--- src/rtl/puf_soc_pkg.sv ---
`default_nettype none
// ============================================================================
// Module      : puf_soc_pkg
// Description : Shared definitions for the RO-PUF controller: FSM state
//               encoding, challenge-byte field positions, default parameter
//               values and challenge-byte helper functions.
// Revision    : 1.0 - initial release
// ============================================================================
package puf_soc_pkg;

    // Default parameter values for the controller.
    localparam int C_PUF_LENGTH_DEF    = 16;
    localparam int C_RESP_BITS_DEF     = 8;
    localparam int C_CNT_WIDTH_DEF     = 16;
    localparam int C_SETTLE_CYCLES_DEF = 16;
    localparam int C_WINDOW_CYCLES_DEF = 1024;

    // Challenge byte k = {idx_a[7:4], idx_b[3:0]}.
    localparam int C_IDX_W     = 4;
    localparam int C_IDX_A_LSB = 4;
    localparam int C_IDX_B_LSB = 0;

    typedef enum logic [2:0] {
        ST_IDLE   = 3'd0,
        ST_SETTLE = 3'd1,
        ST_COUNT  = 3'd2,
        ST_DRAIN  = 3'd3,
        ST_CMP    = 3'd4,
        ST_DONE   = 3'd5
    } state_t;

    function automatic logic [C_IDX_W-1:0] chal_idx_a(input logic [7:0] b);
        return b[C_IDX_A_LSB +: C_IDX_W];
    endfunction

    function automatic logic [C_IDX_W-1:0] chal_idx_b(input logic [7:0] b);
        return b[C_IDX_B_LSB +: C_IDX_W];
    endfunction

    // A challenge byte is usable only if it names two distinct, existing ROs.
    function automatic logic byte_legal(input logic [7:0] b, input int unsigned len);
        return (chal_idx_a(b) != chal_idx_b(b)) &&
               (32'(chal_idx_a(b)) < len) &&
               (32'(chal_idx_b(b)) < len);
    endfunction

endpackage
`default_nettype wire

--- src/rtl/puf_soc_ro_counter.sv ---
`default_nettype none
// ============================================================================
// Module      : puf_soc_ro_counter
// Description : Two-flop synchroniser, rising-edge detector and saturating
//               edge counter for one asynchronous ring-oscillator signal.
// Ports       : i_clk, i_rst (async, active-high)
//               i_ro      - asynchronous RO output
//               i_clr     - synchronous clear of the count (wins over enable)
//               i_cnt_en  - count synchronised rising edges while high
//               o_cnt     - current count, saturates at all-ones
// Revision    : 1.0 - initial release
// ============================================================================
module puf_soc_ro_counter
    import puf_soc_pkg::*;
#(
    parameter int CNT_WIDTH = C_CNT_WIDTH_DEF
) (
    input  logic                 i_clk,
    input  logic                 i_rst,
    input  logic                 i_ro,
    input  logic                 i_clr,
    input  logic                 i_cnt_en,
    output logic [CNT_WIDTH-1:0] o_cnt
);

    logic [1:0]           sync_q;
    logic                 prev_q;
    logic [CNT_WIDTH-1:0] cnt_q;
    logic                 w_rise;

    assign w_rise = sync_q[1] & ~prev_q;
    assign o_cnt  = cnt_q;

    // The synchroniser keeps running outside the count window so that edges
    // already in flight when the window closes are still seen during drain.
    always_ff @(posedge i_clk or posedge i_rst) begin
        if (i_rst) begin
            sync_q <= '0;
            prev_q <= 1'b0;
            cnt_q  <= '0;
        end else begin
            sync_q <= {sync_q[0], i_ro};
            prev_q <= sync_q[1];
            if (i_clr) begin
                cnt_q <= '0;
            end else if (i_cnt_en && w_rise && (cnt_q != '1)) begin
                cnt_q <= cnt_q + CNT_WIDTH'(1);
            end
        end
    end

endmodule
`default_nettype wire

--- src/rtl/puf_soc_ro_ctrl.sv ---
`default_nettype none
// ============================================================================
// Module      : puf_soc_ro_ctrl
// Description : Ring-oscillator PUF controller. For each challenge byte it
//               enables two ROs, lets them settle, counts their edges over a
//               fixed window and writes one response bit (cnt_a > cnt_b).
//               Illegal challenge bytes (same RO twice or index out of range)
//               produce a 0 bit and set the sticky o_err flag.
// Ports       : i_clk, i_rst (async, active-high), i_start (start pulse)
//               i_chal   [8*RESP_BITS] - byte k = {idx_a, idx_b} for bit k
//               i_puf_ro [PUF_LENGTH]  - asynchronous RO outputs
//               o_puf_en [PUF_LENGTH]  - RO enables (at most two high)
//               o_busy, o_done (1-cycle pulse), o_resp [RESP_BITS], o_err
//               o_dbg_cnt_a/b [CNT_WIDTH] - only with PUF_SOC_RO_CTRL_DBG_EN
// Options     : define PUF_SOC_RO_CTRL_DBG_EN to expose the counts captured
//               in the compare state.
// Notes       : indices are 4 bits wide, so PUF_LENGTH is at most 16.
// Revision    : 1.0 - initial release
// ============================================================================
module puf_soc_ro_ctrl
    import puf_soc_pkg::*;
#(
    parameter int PUF_LENGTH    = C_PUF_LENGTH_DEF,
    parameter int RESP_BITS     = C_RESP_BITS_DEF,
    parameter int CNT_WIDTH     = C_CNT_WIDTH_DEF,
    parameter int SETTLE_CYCLES = C_SETTLE_CYCLES_DEF,
    parameter int WINDOW_CYCLES = C_WINDOW_CYCLES_DEF
) (
    input  logic                   i_clk,
    input  logic                   i_rst,
    input  logic                   i_start,
    input  logic [8*RESP_BITS-1:0] i_chal,
    input  logic [PUF_LENGTH-1:0]  i_puf_ro,
    output logic [PUF_LENGTH-1:0]  o_puf_en,
    output logic                   o_busy,
    output logic                   o_done,
    output logic [RESP_BITS-1:0]   o_resp,
    output logic                   o_err
`ifdef PUF_SOC_RO_CTRL_DBG_EN
    ,
    output logic [CNT_WIDTH-1:0]   o_dbg_cnt_a,
    output logic [CNT_WIDTH-1:0]   o_dbg_cnt_b
`endif
);

    localparam int KW      = (RESP_BITS > 1) ? $clog2(RESP_BITS) : 1;
    localparam int TMR_MAX = (SETTLE_CYCLES > WINDOW_CYCLES) ? SETTLE_CYCLES : WINDOW_CYCLES;
    localparam int TMR_W   = $clog2(TMR_MAX + 1);

    state_t                 state_q;
    logic [8*RESP_BITS-1:0] chal_q;
    logic [KW-1:0]          k_q;
    logic [TMR_W-1:0]       tmr_q;
    logic [C_IDX_W-1:0]     idx_a_q;
    logic [C_IDX_W-1:0]     idx_b_q;
    logic                   legal_q;
    logic [PUF_LENGTH-1:0]  puf_en_q;
    logic                   busy_q;
    logic                   done_q;
    logic [RESP_BITS-1:0]   resp_q;
    logic                   err_q;

    logic                   w_last;
    logic [KW-1:0]          w_k_nxt;
    logic [7:0]             w_nxt_byte;
    logic                   w_nxt_legal;
    logic [PUF_LENGTH-1:0]  w_nxt_mask;
    logic                   w_ro_a;
    logic                   w_ro_b;
    logic                   w_cnt_clr;
    logic                   w_cnt_en;
    logic [CNT_WIDTH-1:0]   w_cnt_a;
    logic [CNT_WIDTH-1:0]   w_cnt_b;

    // Decode of the byte for the bit about to start: byte 0 straight from the
    // input when a run is accepted, otherwise the next latched byte.
    always_comb begin
        w_last  = (k_q == KW'(RESP_BITS - 1));
        w_k_nxt = w_last ? '0 : k_q + KW'(1);
        if (state_q == ST_IDLE) begin
            w_nxt_byte = i_chal[7:0];
        end else begin
            w_nxt_byte = chal_q[8*w_k_nxt +: 8];
        end
        w_nxt_legal = byte_legal(w_nxt_byte, PUF_LENGTH);
        w_nxt_mask  = '0;
        w_ro_a      = 1'b0;
        w_ro_b      = 1'b0;
        for (int i = 0; i < PUF_LENGTH; i++) begin
            if (chal_idx_a(w_nxt_byte) == C_IDX_W'(i)) w_nxt_mask[i] = 1'b1;
            if (chal_idx_b(w_nxt_byte) == C_IDX_W'(i)) w_nxt_mask[i] = 1'b1;
            if (idx_a_q == C_IDX_W'(i)) w_ro_a = i_puf_ro[i];
            if (idx_b_q == C_IDX_W'(i)) w_ro_b = i_puf_ro[i];
        end
    end

    assign w_cnt_clr = (state_q == ST_SETTLE);
    assign w_cnt_en  = (state_q == ST_COUNT) || (state_q == ST_DRAIN);

    puf_soc_ro_counter #(.CNT_WIDTH(CNT_WIDTH)) u_cnt_a (
        .i_clk    (i_clk),
        .i_rst    (i_rst),
        .i_ro     (w_ro_a),
        .i_clr    (w_cnt_clr),
        .i_cnt_en (w_cnt_en),
        .o_cnt    (w_cnt_a)
    );

    puf_soc_ro_counter #(.CNT_WIDTH(CNT_WIDTH)) u_cnt_b (
        .i_clk    (i_clk),
        .i_rst    (i_rst),
        .i_ro     (w_ro_b),
        .i_clr    (w_cnt_clr),
        .i_cnt_en (w_cnt_en),
        .o_cnt    (w_cnt_b)
    );

`ifdef PUF_SOC_RO_CTRL_DBG_EN
    logic [CNT_WIDTH-1:0] dbg_a_q;
    logic [CNT_WIDTH-1:0] dbg_b_q;
    assign o_dbg_cnt_a = dbg_a_q;
    assign o_dbg_cnt_b = dbg_b_q;
`endif

    always_ff @(posedge i_clk or posedge i_rst) begin
        if (i_rst) begin
            state_q  <= ST_IDLE;
            chal_q   <= '0;
            k_q      <= '0;
            tmr_q    <= '0;
            idx_a_q  <= '0;
            idx_b_q  <= '0;
            legal_q  <= 1'b0;
            puf_en_q <= '0;
            busy_q   <= 1'b0;
            done_q   <= 1'b0;
            resp_q   <= '0;
            err_q    <= 1'b0;
`ifdef PUF_SOC_RO_CTRL_DBG_EN
            dbg_a_q  <= '0;
            dbg_b_q  <= '0;
`endif
        end else begin
            done_q <= 1'b0;
            case (state_q)
                ST_IDLE: begin
                    if (i_start) begin
                        chal_q  <= i_chal;
                        resp_q  <= '0;
                        err_q   <= 1'b0;
                        k_q     <= '0;
                        busy_q  <= 1'b1;
                        tmr_q   <= '0;
                        idx_a_q <= chal_idx_a(w_nxt_byte);
                        idx_b_q <= chal_idx_b(w_nxt_byte);
                        legal_q <= w_nxt_legal;
                        // Illegal bits skip straight to compare.
                        if (w_nxt_legal) begin
                            state_q  <= ST_SETTLE;
                            puf_en_q <= w_nxt_mask;
                        end else begin
                            state_q  <= ST_CMP;
                        end
                    end
                end
                ST_SETTLE: begin
                    if (tmr_q == TMR_W'(SETTLE_CYCLES - 1)) begin
                        tmr_q   <= '0;
                        state_q <= ST_COUNT;
                    end else begin
                        tmr_q <= tmr_q + TMR_W'(1);
                    end
                end
                ST_COUNT: begin
                    if (tmr_q == TMR_W'(WINDOW_CYCLES - 1)) begin
                        tmr_q    <= '0;
                        puf_en_q <= '0;
                        state_q  <= ST_DRAIN;
                    end else begin
                        tmr_q <= tmr_q + TMR_W'(1);
                    end
                end
                ST_DRAIN: begin
                    // Two cycles let edges still in the synchronisers land.
                    if (tmr_q == TMR_W'(1)) begin
                        tmr_q   <= '0;
                        state_q <= ST_CMP;
                    end else begin
                        tmr_q <= tmr_q + TMR_W'(1);
                    end
                end
                ST_CMP: begin
                    resp_q[k_q] <= legal_q && (w_cnt_a > w_cnt_b);
                    if (!legal_q) begin
                        err_q <= 1'b1;
                    end
`ifdef PUF_SOC_RO_CTRL_DBG_EN
                    dbg_a_q <= w_cnt_a;
                    dbg_b_q <= w_cnt_b;
`endif
                    if (w_last) begin
                        state_q <= ST_DONE;
                    end else begin
                        k_q     <= w_k_nxt;
                        tmr_q   <= '0;
                        idx_a_q <= chal_idx_a(w_nxt_byte);
                        idx_b_q <= chal_idx_b(w_nxt_byte);
                        legal_q <= w_nxt_legal;
                        if (w_nxt_legal) begin
                            state_q  <= ST_SETTLE;
                            puf_en_q <= w_nxt_mask;
                        end else begin
                            state_q  <= ST_CMP;
                        end
                    end
                end
                ST_DONE: begin
                    done_q  <= 1'b1;
                    busy_q  <= 1'b0;
                    state_q <= ST_IDLE;
                end
                default: begin
                    state_q  <= ST_IDLE;
                    busy_q   <= 1'b0;
                    puf_en_q <= '0;
                end
            endcase
        end
    end

    assign o_puf_en = puf_en_q;
    assign o_busy   = busy_q;
    assign o_done   = done_q;
    assign o_resp   = resp_q;
    assign o_err    = err_q;

endmodule
`default_nettype wire

--- config.mk ---
export PLATFORM = sky130hd
export DESIGN_NAME = puf_soc_ro_ctrl
export DESIGN_NICKNAME = d
export VERILOG_FILES = /design/src/rtl/puf_soc_pkg.sv /design/src/rtl/puf_soc_ro_counter.sv /design/src/rtl/puf_soc_ro_ctrl.sv
export SDC_FILE = /design/constraint.sdc
export NUM_CORES = 1
export LEC_CHECK = 0
export ABC_AREA = 1
export CORE_UTILIZATION = 45
export CTS_BUF_LIST = sky130_fd_sc_hd__clkbuf_4 sky130_fd_sc_hd__clkbuf_8
export DETAILED_ROUTE_END_ITERATION = 8
export PLACE_DENSITY = 0.71
export SLEW_MARGIN = 10
export SYNTH_ARGS = -nofsm -noshare
export SYNTH_HDL_FRONTEND = slang
export SYNTH_SLANG_ARGS = --single-unit
--- constraint.sdc ---
create_clock -name i_clk -period 14.1 [get_ports i_clk]
set_input_delay 4.23 -clock i_clk [delete_from_list [all_inputs] [get_ports i_clk]]
set_output_delay 4.23 -clock i_clk [all_outputs]
set_load 0.1 [all_outputs]
# == Yosys cells after proc, flatten, opt, wreduce, memory -nomap -nowiden ==
# Index checks and enable logic that the tools add are counted.
# totals
reg_bits,155
latch_bits,0
ramBits,0
romBits,0
elab_cells,247
mem_count,0
# classes
add_sub_neg,4
multipliers,0
n_div,0
order_cmp,3
n_eq_ne,78
shifts,1
muxes,111
bitwise_logic,6
reduce_logical,26
# ops
cell,n
"4-bit == test, second input constant",32
16-bit 2-to-1 mux,8
1-bit 2-to-1 mux,71
"4-bit by 3-bit == test with 1-bit output, second input constant",16
16-bit one-hot mux with 4 select lines,1
64-bit by 7-bit variable part select with 8-bit output,1
11-bit 2-to-1 mux,5
11-bit one-hot mux with 5 select lines,1
"16-bit by 1-bit adder with 16-bit output, second input constant",2
"4-bit by 2-bit == test with 1-bit output, second input constant",8
"16-bit != test, second input constant",2
3-bit 2-to-1 mux,9
"4-bit by 1-bit == test with 1-bit output, second input constant",4
16-bit greater-than comparator,1
4-bit zero test,4
4-bit 2-to-1 mux,4
8-bit 2-to-1 mux,2
4-bit one-hot mux with 2 select lines,2
8-bit one-hot mux with 2 select lines,1
3-bit one-hot mux with 5 select lines,1
"11-bit by 1-bit adder with 11-bit output, second input constant",1
"11-bit by 1-bit == test with 1-bit output, second input constant",1
"11-bit by 10-bit == test with 1-bit output, second input constant",1
"11-bit by 4-bit == test with 1-bit output, second input constant",1
other kinds (25),50

# == Logic depth before layout (Yosys ltp) ==
# logic_depth
depth_word,17
ltp_mapped,19

# == Cells and area by module ==
# From an unflattened synthesis, not the netlist that was laid out.
# hier_totals
cells_unflattened,1190
area_unflattened_um2,8986.1
# by_module_without_submodules
mod,n_inst,cells_each,area_each_um2,seq_area_each_um2
puf_soc_ro_ctrl,1,892,6816.5,2927.8
puf_soc_ro_counter,2,149,1084.8,475.5

# == Worst setup path before layout ==
# OpenSTA, ideal clock, no wires.
# synth_path
path_type,input-to-reg
startpoint,input i_start
endpoint,register puf_en_q[0] (netlist: o_puf_en[0])
arrival_ps,5252
required_ps,14033
path_slack_ps,8781
cell_stages,8
path_cell_list,inv_1 nand2_1 nand3_1 inv_1 buf_2 clkbuf_1 nand3_1 nand2_1
# synth_via
elab_chain_len,2
# synth_rtl
item,line_no,source
from (decl),puf_soc_ro_ctrl.sv:31,"input logic i_start,"
2-bit != test (no source line),-,
4-bit AND reduction (no source line),-,
to (signal assigned),puf_soc_ro_ctrl.sv:160,puf_en_q <= w_nxt_mask;
to (signal assigned),puf_soc_ro_ctrl.sv:211,puf_en_q <= w_nxt_mask;
to (decl),puf_soc_ro_ctrl.sv:57,logic [PUF_LENGTH-1:0] puf_en_q;
# No other way between the ends.
# A chain may end at the register's enable or synchronous reset.

# == Worst setup path after layout ==
# layout_path
startpoint,register resp_q[7] (netlist: o_resp[7])
endpoint,output o_resp[7]
# layout_rtl
item,line_no,source
from (decl),puf_soc_ro_ctrl.sv:60,logic [RESP_BITS-1:0] resp_q;
"from (signal, indexed assignment)",puf_soc_ro_ctrl.sv:193,resp_q[k_q] <= legal_q && (w_cnt_a > w_cnt_b);
to (decl),puf_soc_ro_ctrl.sv:37,"output logic [RESP_BITS-1:0] o_resp,"
# No word-level cell between the ends.

==> results.cfg <==
[run]
drv_cap = 0

[cells_and_area]
antenna_cells = 0
synthToLayoutAreaGrowth_pct = 19.21
drive_gt1_frac = 0.05345
mostFrequentLayoutCells = nand2_1 (385), dfrtp_1 (155), clkdlybuf4s50_1 (109)
multiInputGateArea_sq_mm = 0.003871
final_common_cell = nand2_1
layout.cells.non_filler = 1445
fill_cells = 1669
nets = 1308
seqCellArea_sq_mm = 0.003879

[timing]
rsz0062_at_grt = false
worst_pin_slew_ns = 1.084
finClkSkew_ns = 0.02150
fmax_mhz = 159.8
maxSlewHeadroom = 0.2773
fin_crit_ns = 6.258
hold_viol = 0
post-route-period-util = 0.4439
slew_violations = 0
tns_ns = 0
setup_viol_count_final = 0

[critical_path]
cp_cell_sequence = clkdlybuf4s50_1
cp_slowest_cell = clkdlybuf4s50_1
critPathKind = reg -> out
startpoint_type = flop
r2r_cells = 16
critPathMaxFanout = 2
worst_ep_required_time_ns = 9.87
r2r_slack_ns = 10.43
regToRegEndpoint = state_q[0]
crit_buf_inv = 1
slowest_delay_ns = 1.19
end_kind = output port
path_delay_family = buffers and inverters
r2r-start = k_q[0]
worstPathArrival_ns = 2.03
worstSetupStartpoint = o_resp[7]

[grt]
grt_pass1_vias = 7079
gr-total-overflow = 0
grt_usage = 0.2229
grt_max_degree = 93
antenna_found_initial = 0
grt_pass1_wl_um = 34170

[pwr]
finalPower_w = 0.002035
p_leak_nw = 4.729
power_density_mw_per_mm2 = 204.4
peakVddDrop_mv = 0.1286

[run_status]
outcome = complete, but fails checks
violations = design-rule violations

[clock_tree]
cts_resized = 0
post_cts.repair.setup_buffers = 0
cts_tree = yes
cts_buffer_depth = 2
clkSlewWorstSetupHoldPaths_ns = 0.08
cts_root_buf = clkbuf_8
numCtsBuffers = 17
cts_hold_buf = 0
cts_max_level = 4
insertion_delay_ns = 0.47
clkSinkCount = 155

[floorplanning]
fp.coreArea_sq_mm = 0.01809
start_util = 0.4617
dieWidth_um = 138.2
die_area_sq_mm = 0.01910
num_rows = 49
pin_count = 110
die_y_um = 138.2

[routing]
firstDrtPassIters = 8
drt_iter0_markers = 530
drc_errors = 4
viasPerCell = 5.201
vias = 7515
wl_um = 20280
ant_nets = 0
post_drt_wl_per_cell_um = 14.03

[synth]
syn_area_sq_mm = 0.008351
synth_fa_ha_area_frac = 0.03296
yosys.area_share.simple = 0.3211
synth-async-reset-ratio = 1.000
yosysWarningCount = 0
synth_xor_area_frac = 0.003147
synthDominantCellAreaShare = 0.4645
synth_ff_type = dfrtp_1
synth_top_family_by_area = simple AND/OR/NAND/NOR gates
synth_edf_count = 0
syn_nets = 1211
ys_types = 45
synthTopCellsByArea = dfrtp_1 (46%), nand2_1 (17%), nand3_1 (6.1%)
synth_compound_area_frac = 0.1058
syn_area_per_cell_sq_um = 7.550
seq_area_frac_synth = 0.4645
synth-seq-cells = 155
netlist_instances = 1106
yosysTopAreaCell = dfrtp_1
synth_mux_area_frac = 0

[placed_design]
hpwl_um = 14620
finalWeightedCongestion = 0.8512
place_inst = 1413
io_buffers = 109

[hold_path]
min-delay-start = u_cnt_a.sync_q[0]
hold_depth = 0
min_path_type = reg -> reg
holdPathEnd = u_cnt_a.sync_q[1]
[sequential cells by signal (all words and copies together) (netlist names), 2 cells and up]
signal          count
chal_q             64
o_puf_en           16
u_cnt_a.o_cnt      16
u_cnt_b.o_cnt      16
tmr_q              11
o_resp              8
idx_a_q             4
idx_b_q             4
k_q                 3
state_q             3
u_cnt_a.sync_q      2
u_cnt_b.sync_q      2
[metrics by stage]
step                        util  worst slack, ns  hold WS [ns]  cell area [sq um]
after global placement    0.5284            7.727        0.3345               9557
after global routing      0.5504            7.773        0.3662               9955
after CTS                 0.5504            7.819        0.3573               9955
after detailed placement  0.5284            7.683        0.3363               9557
final                     0.5504            7.842        0.3539               9955
after floorplan                -            5.692        0.3312               8351
[worst max-delay path by stage]
stage | endpoint | slack [ns] | depth (start not counted)
finish | o_resp[7] | 7.84 | 1
global route | o_resp[7] | 7.77 | 1
detailed placement | o_resp[6] | 7.68 | 8
CTS | o_resp[7] | 7.82 | 1
floorplan | chal_q[0] | 5.69 | 1
global placement | o_resp[7] | 7.73 | 8
[where the power goes]
group          switching [W]  total (W)  leakage (nW)  internal (W)
Sequential         0.0000958   0.000677          2.02      0.000581
Combinational       0.000710    0.00102          2.51      0.000309
Clock               0.000183   0.000339         0.198      0.000156
Total               0.000988    0.00204          4.73       0.00105
[area by class of cell]
cell class	count	area share
well taps	229	0.02878
clock buffers	20	0.02702
flip-flops and latches	155	0.3896
multi-input cells	811	0.3889
clock inverters	12	0.01295
inverters	105	0.04010
repair buffers	113	0.1126
[layer usage]
layer | up-vias | GRT usage | part of all wire
met2 | 186 | 0.3534 | 0.46
met3 | 29 | 0.04953 | 0.050
met5 | - | 0 | 0
li1 | 3813 | - | -
met4 | 0 | 0.06860 | 0.016
met1 | 3487 | 0.3055 | 0.47
[Yosys cell counts, types with 2 or more instances]
library cell	instances
nand3_2	2
nor2_2	4
a21oi_1	35
nand3_1	101
xor2_1	2
nor2_1	72
nor2_4	3
nor4_1	4
o21ai_1	2
dfrtp_1	155
clkbuf_1	18
nand2_2	9
nand2_1	385
buf_2	6
o21bai_1	3
o22ai_1	19
a211oi_1	7
o211ai_1	5
ha_1	22
o21ai_0	73
buf_4	6
o21a_1	2
nand2_4	3
a31oi_1	3
buf_6	3
inv_1	99
inv_2	5
a21boi_0	2
nand4_1	10
nor3b_1	5
nor3_1	26
and3_1	2
[worst register-to-register path: stages, from the launching register on]
cell     delay [ns]
dfrtp_1        1.07
ha_1           0.69
inv_2          0.32
nor2_1         0.18
nand2_1        0.08
nand3_1        0.09
nand3_1        0.12
nand2_2        0.17
inv_1          0.09
nand2_1        0.08
nand2_1        0.08
nor2_4         0.17
nand2_4        0.15
nand2_1        0.12
nand2_1        0.06
nand2_1        0.06
nand2_1        0.05
[cell families after synthesis]
family,count (synthesis)
AND/OR/NAND/NOR,629
AO/OA/AOI/OAI,157
flip-flops,155
buffers and inverters,140
adder cells (fa/ha/maj),22
XOR/XNOR,3
Power figures use the tool's default switching activity.
